**config.mk**
```make
export PLATFORM = sky130hd
export DESIGN_NAME = dac_frame_serializer
export DESIGN_NICKNAME = d
export VERILOG_FILES = /design/src/rtl/dac_frame_serializer.sv
export SDC_FILE = /design/constraint.sdc
export NUM_CORES = 1
export LEC_CHECK = 0
export CAP_MARGIN = 20
export CORE_MARGIN = 2
export CORE_UTILIZATION = 55
export DETAILED_ROUTE_END_ITERATION = 8
export PLACE_DENSITY = 0.77
export RECOVER_POWER = 100
export SYNTH_ARGS = -nofsm -noshare
export SYNTH_HDL_FRONTEND = slang
export SYNTH_SLANG_ARGS = --single-unit
```
**constraint.sdc**
```tcl
create_clock -name BCLK -period 2.8 [get_ports BCLK]
set_clock_uncertainty 0.15 [all_clocks]
set_input_delay 0.56 -clock BCLK [delete_from_list [all_inputs] [get_ports BCLK]]
set_output_delay 0.56 -clock BCLK [all_outputs]
set_load 0.1 [all_outputs]
```
**src/rtl/dac_frame_serializer.sv**
```systemverilog
// ============================================================================
//  Module   : dac_frame_serializer
//  Brief    : Stereo DAC serializer. Accepts one {left,right} word per frame
//             over valid/ready into a 1-entry buffer and shifts it MSB-first
//             onto DACDAT_SER on the BCLK falling edge, aligned to the
//             codec-driven DACLRCK (I2S or left-justified). Reports lock
//             and underrun status.
//  Option   : define DAC_SER_UNDERRUN_CNT_EN to add the saturating 16-bit
//             UNDERRUN_CNT output.
//  Revision : 1.0  initial release
// ============================================================================
`default_nettype none

module dac_frame_serializer #(
    parameter int SAMPLE_W = 16,
    parameter int SLOT_W   = 32,
    parameter int MODE     = 1,
    parameter bit LEFT_LVL = 1'b0
) (
    input  logic                  BCLK,
    input  logic                  RST_N,
    input  logic                  DACLRCK,
    input  logic [2*SAMPLE_W-1:0] DATA_PAR,
    input  logic                  DATA_VALID,
    output logic                  DATA_READY,
    output logic                  DACDAT_SER,
    output logic                  LOCKED,
    output logic                  UNDERRUN
`ifdef DAC_SER_UNDERRUN_CNT_EN
    ,
    output logic [15:0]           UNDERRUN_CNT
`endif
);

    // Bit counter must hold the lock-loss threshold SLOT_W + 3.
    localparam int               c_bw    = $clog2(SLOT_W + 4);
    localparam logic [c_bw-1:0]  c_b_max = c_bw'(SLOT_W + 3);
    localparam logic [c_bw-1:0]  c_b_lo  = c_bw'(MODE);
    localparam logic [c_bw-1:0]  c_sw    = c_bw'(SAMPLE_W);
    localparam logic [c_bw-1:0]  c_one   = c_bw'(1);

    typedef enum logic [0:0] {
        ST_SYNC = 1'b0,
        ST_RUN  = 1'b1
    } state_t;

    state_t                  state_q, state_d;
    logic                    lrck_q;
    logic [2*SAMPLE_W-1:0]   buf_q, buf_d;
    logic                    buf_full_q, buf_full_d;
    logic [2*SAMPLE_W-1:0]   frame_q, frame_d;
    logic [SAMPLE_W-1:0]     sh_q, sh_d;
    logic [c_bw-1:0]         b_q, b_d;
    logic                    dat_q, dat_d;
    logic                    und_q, und_d;

    logic                    w_slot_edge;
    logic                    w_frame_start;
    logic                    w_accept;
    logic [SAMPLE_W-1:0]     w_src;
    logic [c_bw-1:0]         w_pos;

    assign w_slot_edge   = (DACLRCK != lrck_q);
    assign w_frame_start = w_slot_edge && (DACLRCK == LEFT_LVL);
    assign w_accept      = DATA_VALID && !buf_full_q;

    assign DATA_READY = !buf_full_q;
    assign DACDAT_SER = dat_q;
    assign LOCKED     = (state_q == ST_RUN);
    assign UNDERRUN   = und_q;

    // Next-state: handshake, frame load, slot alignment, bit shifting, lock loss.
    always_comb begin
        state_d    = state_q;
        buf_d      = buf_q;
        buf_full_d = buf_full_q;
        frame_d    = frame_q;
        sh_d       = sh_q;
        b_d        = b_q;
        dat_d      = 1'b0;
        und_d      = 1'b0;
        w_src      = sh_q;
        w_pos      = '0;

        // A word arriving while the buffer is full is ignored; a word on a
        // frame-start cycle with an empty buffer is kept for the next frame.
        if (w_accept) begin
            buf_d      = DATA_PAR;
            buf_full_d = 1'b1;
        end

        // A frame start locks (or keeps) the serializer and loads a new word.
        if (w_frame_start) begin
            state_d = ST_RUN;
            if (buf_full_q) begin
                frame_d    = buf_q;
                buf_full_d = 1'b0;
            end else begin
                frame_d = '0;
                und_d   = 1'b1;
            end
        end

        if (state_d == ST_RUN) begin
            // Any slot edge restarts the slot, dropping unsent bits of a short slot.
            if (w_slot_edge) begin
                b_d   = '0;
                w_src = (DACLRCK == LEFT_LVL) ? frame_d[2*SAMPLE_W-1:SAMPLE_W]
                                              : frame_d[SAMPLE_W-1:0];
            end else if (b_q != c_b_max) begin
                b_d = b_q + c_one;
            end

            // Position wraps to a large value before the first data bit in I2S.
            w_pos = b_d - c_b_lo;

            if (!w_slot_edge && (b_d == c_b_max)) begin
                state_d = ST_SYNC;
            end else if (w_pos < c_sw) begin
                dat_d = w_src[SAMPLE_W-1];
                sh_d  = {w_src[SAMPLE_W-2:0], 1'b0};
            end else begin
                sh_d = w_src;
            end
        end
    end

    // State registers, updated on the BCLK falling edge.
    always_ff @(negedge BCLK or negedge RST_N) begin
        if (!RST_N) begin
            state_q    <= ST_SYNC;
            lrck_q     <= 1'b0;
            buf_q      <= '0;
            buf_full_q <= 1'b0;
            frame_q    <= '0;
            sh_q       <= '0;
            b_q        <= '0;
            dat_q      <= 1'b0;
            und_q      <= 1'b0;
        end else begin
            state_q    <= state_d;
            lrck_q     <= DACLRCK;
            buf_q      <= buf_d;
            buf_full_q <= buf_full_d;
            frame_q    <= frame_d;
            sh_q       <= sh_d;
            b_q        <= b_d;
            dat_q      <= dat_d;
            und_q      <= und_d;
        end
    end

`ifdef DAC_SER_UNDERRUN_CNT_EN
    logic [15:0] ucnt_q;

    assign UNDERRUN_CNT = ucnt_q;

    // Saturating count of underrun pulses, cleared only by reset.
    always_ff @(negedge BCLK or negedge RST_N) begin
        if (!RST_N) begin
            ucnt_q <= '0;
        end else if (und_d && (ucnt_q != 16'hFFFF)) begin
            ucnt_q <= ucnt_q + 16'd1;
        end
    end
`endif

endmodule

`default_nettype wire
```
==> metrics.cfg <==
[floorplanning]
die_w_um = 90.58
dieArea_sq_um = 8205
coreArea_sq_um = 7253
ios = 40
die_h_um = 90.58
placementRows = 31
start_util = 0.5684

[worst_hold_path]
min_to = sh_q[14]
hold_class = flop to flop
min_path_cells = 2
worstHoldStart = sh_q[14]

[worst_setup_path]
start_kind = input pin
worstSetupEndpointType = flop
slowest_delay_ns = 0.35
crit_buf_inv = 4
critPathTopFamily = multiplexers
r2r_end = sh_q[13]
worstPathCellList = buf_12 -> inv_12 -> ha_4 -> nand2b_4 -> mux2i_4 -> nor4_2 -> o21ai_2 -> buf_6 -> buf_8 -> mux2i_1 -> o21ai_1
required_ns = 1.44
worstSetupPathType = input pin to flop
reg2reg_from = b_q[0]
worstPathMaxFanout = 8
r2r_setup_slack_ns = 0.16
cp.arrival_ns = 2.14
ff2ff_path_depth = 9
crit_slowest_cell = ha_4

[route]
drc = 0
drt_pre_antenna_iters = 5
antenna_left = 0
drt-initial-drc-count = 207
vias_per_cell = 6.002
vias = 3037
wirelength_um = 10120
post_drt_wl_per_cell_um = 20.00

[clock_network]
clkSinkCount = 91
cts_buffers = 9
cts_buffer_depth = 2
cts_tree = built
clk_pin_slew_ns = 0.06
h-tree-depth = 3
hold_buffers = 0
clk_latency_ns = 0.34
cts_root_buffer = clkbuf_8

[placement]
hpwl_um = 5687
dp.cells = 472
portBuffers = 39
gp_congestion = 0.9351

[sta]
hold_violations = 0
setup_viol = 47
worstMarginPinSlew_ns = 0.9828
rsz0062_at_grt = yes
finalMaxSlewViolations = 0
timing.slew.headroom = 0.3448
layout_setup_ws_ns = -0.6959

[pwr]
power.total_uw = 4426
powerDensity_nw_per_um2 = 791.6
peakVddDrop_uv = 613.2
power_leakage_uw = 0.002537

[cells_and_area]
final_common_cell = dfrtn_1
nets = 443
final_util = 0.7709
area_delta_synth_final_pct = 35.63
drive_gt1_frac = 0.3759
insertedDiodeCount = 0
layout_common_cells = dfrtn_1 (91), mux2_4 (34), clkdlybuf4s50_1 (32), a22o_1 (29), buf_4 (27)
finalNonFillerCells = 506

[logic_synthesis]
netlist_area_sq_um = 4123
ys_warn_count = 0
synthArstFlopShare = 1.000
synth_flop_cell = dfrtn_1
yosysUniqueCellTypes = 37
syn_inst = 329
ys_seq_area_frac = 0.5524
synth-edff-count = 0
syn_avg_cell_area_sq_um = 12.53
syn_nets = 367
synth-seq-cells = 91

[job]
drv_cap = 0

[global_routing]
grt_pass1_vias = 3061
grt_antenna_before_repair = 0
grt_max_degree = 53
grt_pass1_wl_um = 15500
grt_overflow = 0
grt_use_total = 0.2411

[run_status]
status = finished with violations
violations = setup timing

-- sequential cells by signal (all words and copies together), names as in the netlist --
signal      count
sh_q           16
lrck_q          1
frame_q        32
UNDERRUN        1
b_q             6
buf_full_q      1
DACDAT_SER      1
LOCKED          1
buf_q          32
-- worst max-delay path by stage --
stage,from,depth (start not counted),to
final,DACLRCK,11,sh_q[13]
after global placement,DACLRCK,9,DACDAT_SER
after floorplan,DACLRCK,7,sh_q[10]
after global routing,DACLRCK,11,sh_q[13]
after detailed placement,DACLRCK,9,sh_q[3]
after CTS,DACLRCK,11,sh_q[12]
-- synthesized netlist by cell type (3+ instances only) --
cell type	count	share of area
mux2_2	34	0.093
o221a_2	15	0.041
o21ai_1	14	0.017
nor2_1	6	0.0055
buf_6	7	0.019
buf_1	4	0.0036
clkbuf_1	11	0.010
dfrtn_1	91	0.55
o21ai_2	3	0.0064
nand3_1	4	0.0049
a22o_1	31	0.066
inv_1	8	0.0073
nand2b_1	18	0.027
o21ai_0	6	0.0073
nand2_1	29	0.026
mux2i_1	18	0.044
a32o_1	3	0.0073
-- worst register-to-register path, delay by kind of cell (launching register included) --
| kind | cells | cell delay [ns] |
|---|---|---|
| buffers and inverters | 2 | 0.29 |
| flip-flops | 1 | 0.41 |
| AND/OR/NAND/NOR | 1 | 0.13 |
| AO/OA/AOI/OAI | 4 | 0.87 |
| multiplexers | 1 | 0.27 |
| adder cells (fa/ha/maj) | 1 | 0.38 |
-- through the flow --
step | TNS [ns] | setup WS, ns | hold WS (ns) | area, sq um
floorplan | -29.40 | -0.7768 | 0.2528 | 4439
global placement | -82.88 | -1.480 | 0.2703 | 5034
global route | -16.04 | -0.7605 | 0.3030 | 5592
CTS | -11.54 | -0.6129 | 0.2731 | 5470
finish | -14.12 | -0.6959 | 0.2790 | 5592
detailed placement | -84.69 | -1.563 | 0.2713 | 5034
-- metal layers --
layer	vias up	share of wire	track usage
met5	-	0	0
met4	0	0.028	0.08333
met3	32	0.058	0.05927
met2	114	0.50	0.3955
met1	1537	0.42	0.3147
li1	1354	-	-
-- power breakdown --
group | switching, uW | internal [uW] | total (uW)
Sequential | 230 | 1770 | 2000
Clock | 453 | 491 | 944
Combinational | 629 | 855 | 1480
Total | 1310 | 3110 | 4430
-- repair_timing --
action                                  4_1_cts  5_1_grt
buffers inserted                              8        5
gates resized for setup                      30       17
pin swaps                                     6        8
endpoints found under the setup margin       94       54
gates cloned                                  5        4
-- cell type report --
type	instances	area (sq um)
Fill cell	423	1662
Multi-Input combinational cell	205	1922
Inverter	8	51.30
Clock buffer	9	123.9
Timing Repair Buffer	90	1017
Tap cell	99	123.9
Clock inverter	4	76.32
Sequential cell	91	2277
-- cells by family after synthesis --
group                    count (synthesis)  synth area share
buffers and inverters                   33           0.04431
adder cells (fa/ha/maj)                  2          0.006069
flip-flops                              91            0.5524
AND/OR/NAND/NOR                         69           0.09166
XOR/XNOR                                 1          0.002125
multiplexers                            53            0.1402
AO/OA/AOI/OAI                           80            0.1633
(Power assumes the default switching activity.)
